==> src/rtl/brisc_store_buffer.sv <==
// brisc_store_buffer: in-order FIFO of committed stores with load forwarding.
// The youngest store to the same word decides whether a load hits or stalls.
module brisc_store_buffer #(
    parameter int N_ENTRIES = 4,
    parameter int ADDR_W    = 32,
    parameter int DATA_W    = 32
) (
    input  logic                           clk,
    input  logic                           reset,
    input  logic                           st_valid_i,
    input  logic [ADDR_W-1:0]              st_addr_i,
    input  logic [DATA_W-1:0]              st_data_i,
    input  logic                           st_byte_i,
    output logic                           st_ready_o,
    input  logic                           ld_valid_i,
    input  logic [ADDR_W-1:0]              ld_addr_i,
    input  logic                           ld_byte_i,
    output logic                           ld_hit_o,
    output logic [DATA_W-1:0]              ld_data_o,
    output logic                           ld_stall_o,
    output logic                           drain_valid_o,
    output logic [ADDR_W-1:0]              drain_addr_o,
    output logic [DATA_W-1:0]              drain_data_o,
    output logic                           drain_byte_o,
    input  logic                           drain_ready_i,
    output logic [$clog2(N_ENTRIES):0]     count_o,
    output logic                           empty_o
);
    localparam int PW = $clog2(N_ENTRIES);
    localparam int CW = PW + 1;

    logic [ADDR_W-1:0] addr_q [N_ENTRIES];
    logic [DATA_W-1:0] data_q [N_ENTRIES];
    logic              byte_q [N_ENTRIES];
    logic [PW-1:0]     head;
    logic [PW-1:0]     tail;
    logic [CW-1:0]     count;
    logic              push;
    logic              pop;

    assign count_o       = count;
    assign empty_o       = (count == '0);
    assign st_ready_o    = (count < CW'(N_ENTRIES));
    assign drain_valid_o = !empty_o;
    assign drain_addr_o  = addr_q[head];
    assign drain_data_o  = data_q[head];
    assign drain_byte_o  = byte_q[head];
    assign push          = st_valid_i && st_ready_o;
    assign pop           = drain_valid_o && drain_ready_i;

    always_ff @(posedge clk or posedge reset) begin
        if (reset) begin
            head  <= '0;
            tail  <= '0;
            count <= '0;
        end else begin
            if (push) tail <= tail + PW'(1);
            if (pop)  head <= head + PW'(1);
            if (push && !pop)
                count <= count + CW'(1);
            else if (pop && !push)
                count <= count - CW'(1);
        end
    end

    // Payloads carry no reset; occupancy alone says which slots are live.
    always_ff @(posedge clk) begin
        if (push) begin
            addr_q[tail] <= st_addr_i;
            data_q[tail] <= st_data_i;
            byte_q[tail] <= st_byte_i;
        end
    end

    logic          found;
    logic [PW-1:0] m_idx;
    logic [PW-1:0] idx;
    logic [7:0]    lane;

    // Walk oldest to youngest so the last match is the youngest one.
    always_comb begin
        found = 1'b0;
        m_idx = head;
        idx   = head;
        for (int i = 0; i < N_ENTRIES; i++) begin
            idx = head + PW'(i);
            if (CW'(i) < count &&
                addr_q[idx][ADDR_W-1:2] == ld_addr_i[ADDR_W-1:2]) begin
                found = 1'b1;
                m_idx = idx;
            end
        end
    end

    always_comb begin
        ld_hit_o   = 1'b0;
        ld_stall_o = 1'b0;
        ld_data_o  = '0;
        lane = 8'(data_q[m_idx] >> {ld_addr_i[1:0], 3'b000});
        if (ld_valid_i && found) begin
            if (!ld_byte_i) begin
                if (byte_q[m_idx]) begin
                    ld_stall_o = 1'b1;
                end else begin
                    ld_hit_o  = 1'b1;
                    ld_data_o = data_q[m_idx];
                end
            end else if (!byte_q[m_idx]) begin
                ld_hit_o  = 1'b1;
                ld_data_o = DATA_W'(lane);
            end else if (addr_q[m_idx][1:0] == ld_addr_i[1:0]) begin
                ld_hit_o  = 1'b1;
                ld_data_o = DATA_W'(data_q[m_idx][7:0]);
            end else begin
                ld_stall_o = 1'b1;
            end
        end
    end

endmodule

==> config.mk <==
export PLATFORM = sky130hd
export DESIGN_NAME = brisc_store_buffer
export DESIGN_NICKNAME = d
export VERILOG_FILES = /design/src/rtl/brisc_store_buffer.sv
export SDC_FILE = /design/constraint.sdc
export NUM_CORES = 1
export LEC_CHECK = 0
export CAP_MARGIN = 25
export CORE_UTILIZATION = 45
export DETAILED_ROUTE_END_ITERATION = 10
export PLACE_DENSITY = 0.67
export SETUP_SLACK_MARGIN = 0.4
export SLEW_MARGIN = 20
export SYNTH_ARGS = -nofsm -noshare
export SYNTH_HDL_FRONTEND = slang
export SYNTH_SLANG_ARGS = --single-unit
==> constraint.sdc <==
create_clock -name clk -period 10.5 [get_ports clk]
set_input_delay 2.1 -clock clk [delete_from_list [all_inputs] [get_ports clk]]
set_output_delay 2.1 -clock clk [all_outputs]
set_load 0.005 [all_outputs]
==> After elaboration in Yosys (flattened, before gate mapping) <==
Memories as Yosys holds them, arrays and structs flattened.
Index checks and enable logic that the tools add are counted.
{ "word_totals": {"register_bits": 7, "latch_bits": 0, "ramBits": 260, "romBits": 0, "inputBits": 103, "out_inout_bits": 105, "word_cells": 63, "memories": 3} }
{ "op_classes": {"addsub": 6, "mul": 0, "n_div": 0, "n_lt_le_gt_ge": 5, "eq_ne": 5, "shifts": 1, "muxes": 26, "n_bitwise": 0, "reduce_logical": 14} }
{ "memory_table": {"columns": ["memory", "words", "word_bits", "read_ports", "rd_clocked_by_memory_dff", "write_ports", "line", "text"], "rows": [
  ["addr_q", 4, 32, 5, 0, 1, "32", "logic [ADDR_W-1:0] addr_q [N_ENTRIES];"],
  ["data_q", 4, 32, 2, 0, 1, "33", "logic [DATA_W-1:0] data_q [N_ENTRIES];"],
  ["byte_q", 4, 1, 2, 0, 1, "34", "logic byte_q [N_ENTRIES];"]
]} }
{ "op_table": {"columns": ["op", "n"], "rows": [
  ["$eq 30x30->1", 4],
  ["$mux 32", 3],
  ["$shr 32x5->8", 1],
  ["$mux 1", 16],
  ["$mux 8", 2],
  ["$logic_and 1x1->1", 9],
  ["$lt 1x3->1 const A", 2],
  ["$lt 2x3->1 const A", 2],
  ["$mux 2", 3],
  ["$mux 3", 2],
  ["$add 2x1->2 const B", 2],
  ["$add 2x2->2 const B", 2],
  ["$add 3x1->3 const B", 1],
  ["$logic_not 1->1", 3],
  ["$logic_not 3->1", 1],
  ["$lt 3x3->1 const B", 1],
  ["$sub 3x1->3 const B", 1],
  ["$eq 2x2->1", 1],
  ["$reduce_bool 2->1", 1]
]} }

==> Depth between registers and ports, before layout <==
Gate-level depths: netlist (run 1).
An unclocked memory read counts as a cell.
{ "depth": {"ltp_word": 13, "mapped_depth": 20, "depth_no_buf": 13} }

==> Worst setup path before layout (run 1) <==
Ideal clock, no wire load.
{ "synth_path": {"path_kind": "input to output", "start": "in ld_addr_i[30]", "end": "out ld_data_o[13]", "arrival_ps": 5446, "t_required_ps": 8400, "slack_ps": 2954, "stages": 15, "n_path_buf": 4, "cell_sequence": "clkbuf_1 -> o21ai_0 -> or4_1 -> a222oi_1 -> o221ai_2 -> a211o_1 -> nand3_2 -> and2_4 -> buf_6 -> mux2i_2 -> mux2i_4 -> or3_1 -> buf_6 -> buf_8 -> nor2_4"} }
{ "synth_via": {"elab_chain_cells": 9, "word_cells_on_any_way": 21, "cone_classes": "eq/ne: 4; mux: 10; reduce/logical: 5; memory: 2"} }
{ "synth_lines": {"columns": ["element", "line", "text"], "rows": [
  ["from (decl)", "16", "input logic [ADDR_W-1:0] ld_addr_i,"],
  ["$eq 30x30->1", "88", "addr_q[idx][ADDR_W-1:2] == ld_addr_i[ADDR_W-1:2]) begin"],
  ["$logic_and 1x1->1", "87", "if (CW'(i) < count &&"],
  ["$mux 2 (3 in a row)", "87", null],
  ["$mem_v2 4x32 or $mem_v2 4x1 (tied branches)", null, null],
  ["$mux 32", "102", "if (byte_q[m_idx]) begin"],
  ["$mux 32", "101", "if (!ld_byte_i) begin"],
  ["$mux 32 (*)", "100", "if (ld_valid_i && found) begin"],
  ["to (decl)", "19", "output logic [DATA_W-1:0] ld_data_o,"]
]} }
Mark *: on every way between the ends. The rest lies on a longest branch, timed or not.

==> Worst setup path after layout (run 1) <==
{ "layout_path": {"start": "in ld_addr_i[16]", "end": "out ld_data_o[19]"} }
The elaborated chain is that of the path after synthesis.

==> impl_metrics.json, run 1 <==
{
  "status": "complete, no violations",
  "r2r_slack_ns": 7.94,
  "synth_cell_types": 83,
  "drc_errors": 0,
  "worst-path-buf-inv": 2,
  "max_cap_viol_count": 0,
  "regArea_sq_um": 7990,
  "min_period_over_period_pct": 91.4,
  "via_count": 11209,
  "core-area_sq_um": 35600,
  "multi_input_area_sq_um": 7600,
  "synthCells": 1190,
  "start_kind": "input port",
  "gp_congestion": 0.950,
  "peakVddDrop_mv": 0.184,
  "final_cell_mix": "edfxtp_1, clkdlybuf4s50_1, mux2i_1, xnor2_1, mux4_2",
  "final_nets": 1462,
  "hold_viol_final": 0,
  "post_synth.cell_area_avg_sq_um": 13.7,
  "crit_path_max_fanout": 24,
  "setup_tns_ns": 0,
  "drtIter0Drc": 1010,
  "synth_seq_cells": 267,
  "via_per_inst": 6.11,
  "wire_per_inst_um": 26.0,
  "tightestPinTransition_ns": 0.909,
  "r2r_cells": 3,
  "num_rows": 69,
  "crit_top_cell": "clkdlybuf4s50_1",
  "syn_area_sq_um": 16300,
  "cp_slowest_cell": "or3_2",
  "synth-seq-area-share_pct": 49.1,
  "die_x_um": 192,
  "cts_sinks": 267,
  "end_kind": "output pin",
  "fill_cells": 3031,
  "track_usage_pct": 26.0,
  "h-tree-depth": 1,
  "path_clk_slew_ns": 0.06,
  "finalWirelength_um": 47700,
  "holdPathStages": 2,
  "critPathRequiredTime_ns": 8.40,
  "syn_nets": 1302,
  "final_core_util_pct": 54.6,
  "drv_slew": 0,
  "final.min_clock_period_ns": 9.60,
  "hold_start": "tail[1]$_DFFE_PP0P_",
  "grt_setup_unrepaired": "no",
  "worstPathArrival_ns": 7.50,
  "synth_edf_count": 260,
  "drive_gt1_share_pct": 15.9,
  "pwr_density_cell_nw_per_um2": 268,
  "mostFrequentLayoutCell": "edfxtp_1",
  "power_mw": 5.20,
  "grt_first_pass_wirelength_um": 70800,
  "hold_path_class": "reg -> reg",
  "path_class": "in -> out",
  "root_buffer": "clkbuf_16",
  "grt_pass1_vias": 11303,
  "antenna_found_initial": 6,
  "cpPeakStageDelay_ns": 0.88,
  "die_area_sq_um": 36900,
  "cts_inserted_buffers": 29,
  "path_cells": "clkdlybuf4s50_1 > xor2_1 > nor4_1 > mux2i_1 > or4_1 > or2_2 > nand3_2 > and2_4 > mux2i_2 > mux2i_4 > or3_2 > nor2b_1 > clkdlybuf4s50_1",
  "area_growth_pct": 19.5,
  "fmax_mhz": 104,
  "synth-warning-count": 0,
  "synthArstFlopShare_pct": 2.62,
  "grt_max_degree": 57,
  "slew_headroom_pct": 39.4,
  "start_util_pct": 45.7,
  "finClkSkew_ns": 0.0124,
  "synth_ff_type": "edfxtp_1",
  "setup_viol": 0,
  "port-buffer-count": 207,
  "ctsHoldBuffers": 0,
  "leakage_nw": 6.48,
  "tritoncts": "yes",
  "ctsLongestPathBuffers": 3,
  "io_pins": 208,
  "ctsResizeCount": 0,
  "clock_latency_ns": 0.58,
  "drt_pass1_iterations": 7,
  "antenna_left": 0,
  "overflow": 0,
  "reg2reg_to": "addr_q[1][10]$_DFFE_PP_",
  "die_y_um": 192,
  "detailed_place_hpwl_um": 34800,
  "post_cts_buffers": 0,
  "min_to": "tail[1]$_DFFE_PP0P_",
  "r2r_start": "count_o[2]$_DFFE_PP0P_",
  "cp_top_family": "simple AND/OR/NAND/NOR gates"
}
-- cells in the mapped netlist, types with 10 or more instances --
| library cell | number | share of area (%) |
|---|---|---|
| a211oi_1 | 13 | 0.60 |
| a21oi_1 | 37 | 1.1 |
| buf_1 | 23 | 0.53 |
| buf_2 | 14 | 0.43 |
| buf_6 | 13 | 0.90 |
| clkbuf_1 | 34 | 0.79 |
| edfxtp_1 | 260 | 48 |
| inv_1 | 37 | 0.85 |
| mux2_2 | 28 | 1.9 |
| mux2i_1 | 116 | 7.1 |
| mux4_2 | 90 | 12 |
| nand2_1 | 36 | 0.83 |
| nand3_1 | 32 | 0.99 |
| nand4_1 | 28 | 1.1 |
| nor2_1 | 28 | 0.65 |
| nor2_4 | 10 | 0.69 |
| nor2b_1 | 14 | 0.54 |
| nor4_1 | 12 | 0.46 |
| o211ai_1 | 27 | 1.2 |
| o21a_1 | 23 | 1.1 |
| o21ai_0 | 15 | 0.46 |
| o21bai_1 | 10 | 0.46 |
| xnor2_1 | 92 | 5.0 |
| xor2_1 | 26 | 1.4 |
-- kinds of logic after synthesis --
| kind of cell | after synthesis | synth area share (%) |
|---|---|---|
| compound gates | 210 | 9.79 |
| xor+xnor | 118 | 6.36 |
| fa+ha+maj | 9 | 0.693 |
| buf+inv | 133 | 4.23 |
| flops | 267 | 49.1 |
| mux | 239 | 22.1 |
| simple gates | 214 | 7.75 |
-- through the flow --
step | setup WS (ns) | instances | cell area (sq um) | hold slack [ns]
after floorplan | 2.95 | 1190 | 16300 | 0.570
after global placement | 1.03 | 1780 | 18500 | 0.612
after detailed placement | 0.998 | 1780 | 18500 | 0.644
after CTS | 0.969 | 1831 | 19400 | 0.653
after global routing | 0.680 | 1832 | 19400 | 0.678
final | 0.902 | 1834 | 19400 | 0.640
-- power breakdown --
group	switching, mW	internal [mW]	total [mW]
combinational	1.47	1.28	2.74
sequential	0.152	1.34	1.49
clock	0.411	0.552	0.963
total	2.03	3.17	5.20
-- worst min-delay path, cell delays in order, from the launching register on --
cell and delay (ns):
dfrtp_1 0.40, inv_1 0.10, o21ai_0 0.09
-- area by class of cell --
cell class	count	share of cell area, %
Sequential cell	267	41.1
Timing Repair Buffer	225	11.5
Clock inverter	16	0.696
Tap cell	461	2.97
Antenna cell	3	0.0386
Multi-Input combinational cell	790	39.1
Clock buffer	35	3.85
Inverter	37	0.715
-- layer usage --
layer	routed length (um)	up-vias	global-route usage, %
met2	23200	503	43.4
met1	19400	5575	34.0
met3	3560	72	5.08
li1	-	5053	-
met4	1560	6	8.75
met5	43	-	0
-- worst max path at each step --
stage	slack [ns]	endpoint	cells past startpoint	startpoint
floorplan	2.95	ld_data_o[13]	15	ld_addr_i[30]
global placement	1.03	ld_data_o[19]	13	ld_addr_i[16]
detailed placement	1.0	ld_data_o[19]	13	ld_addr_i[16]
CTS	0.97	ld_data_o[18]	13	ld_addr_i[16]
global route	0.68	ld_data_o[16]	13	ld_addr_i[16]
finish	0.90	ld_data_o[19]	13	ld_addr_i[16]
-- registers in the layout (all words and copies together), names as in the netlist --
register / cells
byte_q: 4
addr_q: 128
count_o: 3
tail: 2
data_q: 128
head: 2
Power figures use the tool's default switching activity.
==> inputs of run 2 (changes only) <==
--- a/config.mk
+++ b/config.mk
@@ -7,6 +7,7 @@
 export LEC_CHECK = 0
 export CAP_MARGIN = 25
 export CORE_UTILIZATION = 45
+export CTS_CLUSTER_DIAMETER = 40
 export DETAILED_ROUTE_END_ITERATION = 10
 export PLACE_DENSITY = 0.67
 export SETUP_SLACK_MARGIN = 0.4
==> run 2 against run 1 <==
Critical path depth is the same. Sequential power is essentially flat. Register-to-register slack is essentially flat. Via count grew 1.6%. Cell count grew 1.3%. Clock skew grew 0.021 ns. Sequential cell count is the same. Non-clock buffer count is the same. Critical path type unchanged. Highest routed layer unchanged.
==> impl_metrics.json, run 2 (synthesis results as in run 1) <==
{
  "status": "complete, no violations",
  "ctsResizeCount": 0,
  "area_growth_pct": 22.1,
  "hold_start": "tail[1]$_DFFE_PP0P_",
  "fmax_mhz": 104,
  "cts_inserted_buffers": 41,
  "wire_per_inst_um": 26.0,
  "end_kind": "output pin",
  "h-tree-depth": 2,
  "antenna_left": 0,
  "whs_ns": 0.639,
  "path_clk_slew_ns": 0.05,
  "min_period_over_period_pct": 91.6,
  "multi_input_area_sq_um": 7600,
  "grt_first_pass_wirelength_um": 71500,
  "crit_path_max_fanout": 24,
  "via_per_inst": 6.13,
  "reg2reg_to": "addr_q[1][8]$_DFFE_PP_",
  "path_class": "in -> out",
  "finalWirelength_um": 48300,
  "top_regs": "addr_q: 128 flops, data_q: 128 flops, byte_q: 4 flops",
  "intPower_mw": 3.42,
  "drive_gt1_share_pct": 17.4,
  "ctsHoldBuffers": 0,
  "peakVddDrop_mv": 0.159,
  "gp_congestion": 0.950,
  "setup_viol": 0,
  "mostFrequentLayoutCell": "edfxtp_1",
  "fill_cells": 3003,
  "start_kind": "input port",
  "netSwitchingFraction_pct": 38.2,
  "leakage_nw": 6.67,
  "tritoncts": "yes",
  "drtIter0Drc": 863,
  "final_nets": 1474,
  "critPathRequiredTime_ns": 8.40,
  "r2r_cells": 3,
  "start_util_pct": 45.7,
  "die_x_um": 192,
  "drc_errors": 0,
  "min_to": "tail[1]$_DFFE_PP0P_",
  "r2r_slack_ns": 7.95,
  "core-area_sq_um": 35600,
  "setup_tns_ns": 0,
  "root_buffer": "clkbuf_16",
  "r2r_start": "count_o[2]$_DFFE_PP0P_",
  "grt_setup_unrepaired": "no",
  "slew_headroom_pct": 39.3,
  "via_count": 11389,
  "pwr_density_cell_nw_per_um2": 279,
  "die_area_sq_um": 36900,
  "combPwrFrac_pct": 49.6,
  "seqPwrFrac_pct": 27.0,
  "io_pins": 208,
  "hold_viol_final": 0,
  "worstPathArrival_ns": 7.52,
  "finClkSkew_ns": 0.0338,
  "holdPathStages": 2,
  "regArea_sq_um": 7990,
  "antenna_found_initial": 6,
  "overflow": 0,
  "ctsLongestPathBuffers": 3,
  "final_cell_mix": "edfxtp_1, clkdlybuf4s50_1, mux2i_1, xnor2_1, mux4_2",
  "drv_slew": 0,
  "tightestPinTransition_ns": 0.911,
  "grt_pass1_vias": 11502,
  "drt_pass1_iterations": 5,
  "post_cts_buffers": 0,
  "netSwitchingPower_mw": 2.12,
  "track_usage_pct": 26.5,
  "detailed_place_hpwl_um": 34800,
  "max_cap_viol_count": 0,
  "num_rows": 69,
  "p_clk_share_pct": 23.4,
  "die_y_um": 192,
  "cts_sinks": 267,
  "final.min_clock_period_ns": 9.62,
  "clock_latency_ns": 0.57,
  "port-buffer-count": 207,
  "hold_path_class": "reg -> reg",
  "grt_max_degree": 57
}
## run 2: area by class of cell
| cell class | count | area share (%) |
|---|---|---|
| clock buffers | 48 | 5.30 |
| well taps | 461 | 2.91 |
| inverters | 37 | 0.700 |
| repair buffers | 225 | 11.2 |
| multi-input cells | 790 | 38.3 |
| flip-flops and latches | 267 | 40.3 |
| diodes | 4 | 0.0504 |
| clock inverters | 26 | 1.27 |
## run 2: stage by stage
step / instances / worst slack [ns] / instance area, sq um / total power [mW] / utilization, %
floorplan: 1190 / 2.95 / 16300 / 3.30 / -
CTS: 1854 / 0.970 / 19800 / 5.56 / 55.8
global route: 1855 / 0.676 / 19800 / 5.79 / 55.8
global placement: 1780 / 1.03 / 18500 / 4.25 / 52.1
finish: 1858 / 0.883 / 19900 / 5.53 / 55.8
detailed placement: 1780 / 0.998 / 18500 / 4.25 / 52.1
## run 2: worst max path at each step
| stage | start | to | slack, ns | cells after the start |
|---|---|---|---|---|
| floorplan | ld_addr_i[30] | ld_data_o[13] | 2.95 | 15 |
| CTS | ld_addr_i[16] | ld_data_o[18] | 0.97 | 13 |
| detailed placement | ld_addr_i[16] | ld_data_o[19] | 1.0 | 13 |
| global route | ld_addr_i[16] | ld_data_o[16] | 0.68 | 13 |
| finish | ld_addr_i[16] | ld_data_o[16] | 0.88 | 13 |
| global placement | ld_addr_i[16] | ld_data_o[19] | 1.03 | 13 |
## run 2: critical path, stage by stage
cell             delay, ns
clkdlybuf4s50_1       0.68
xor2_1                0.20
nor4_1                0.51
mux2i_1               0.25
or4_1                 0.63
or2_2                 0.36
nand3_2               0.11
and2_4                0.47
mux2i_2               0.35
mux2i_4               0.17
or3_2                 0.88
nor2b_1               0.25
clkdlybuf4s50_1       0.52
## run 2: routing by layer
metal  track usage [%]  wire length (um)
met4              10.7              1720
met3              5.76              3440
met5                 0                29
met1              34.0             19700
met2              43.7             23400
## run 2: power groups by stage
| stage | sequential (mW) | clock (mW) | combinational (mW) |
|---|---|---|---|
| 2_1_floorplan | 1.42 | 0 | 1.88 |
| 3_3_place_gp | 1.50 | 0 | 2.74 |
| 4_1_cts | 1.50 | 1.31 | 2.75 |
| 3_5_place_dp | 1.52 | 0 | 2.73 |
| 5_1_grt | 1.52 | 1.35 | 2.92 |
| 6_report | 1.50 | 1.29 | 2.74 |
==> inputs of run 3 (changes only) <==
--- a/config.mk
+++ b/config.mk
@@ -9,6 +9,7 @@
 export CORE_UTILIZATION = 45
 export CTS_CLUSTER_DIAMETER = 40
 export DETAILED_ROUTE_END_ITERATION = 10
+export HOLD_SLACK_MARGIN = 0.12
 export PLACE_DENSITY = 0.67
 export SETUP_SLACK_MARGIN = 0.4
 export SLEW_MARGIN = 20
==> results of run 3 <==
Final layout, timing and power as in run 2 (identical DEF).
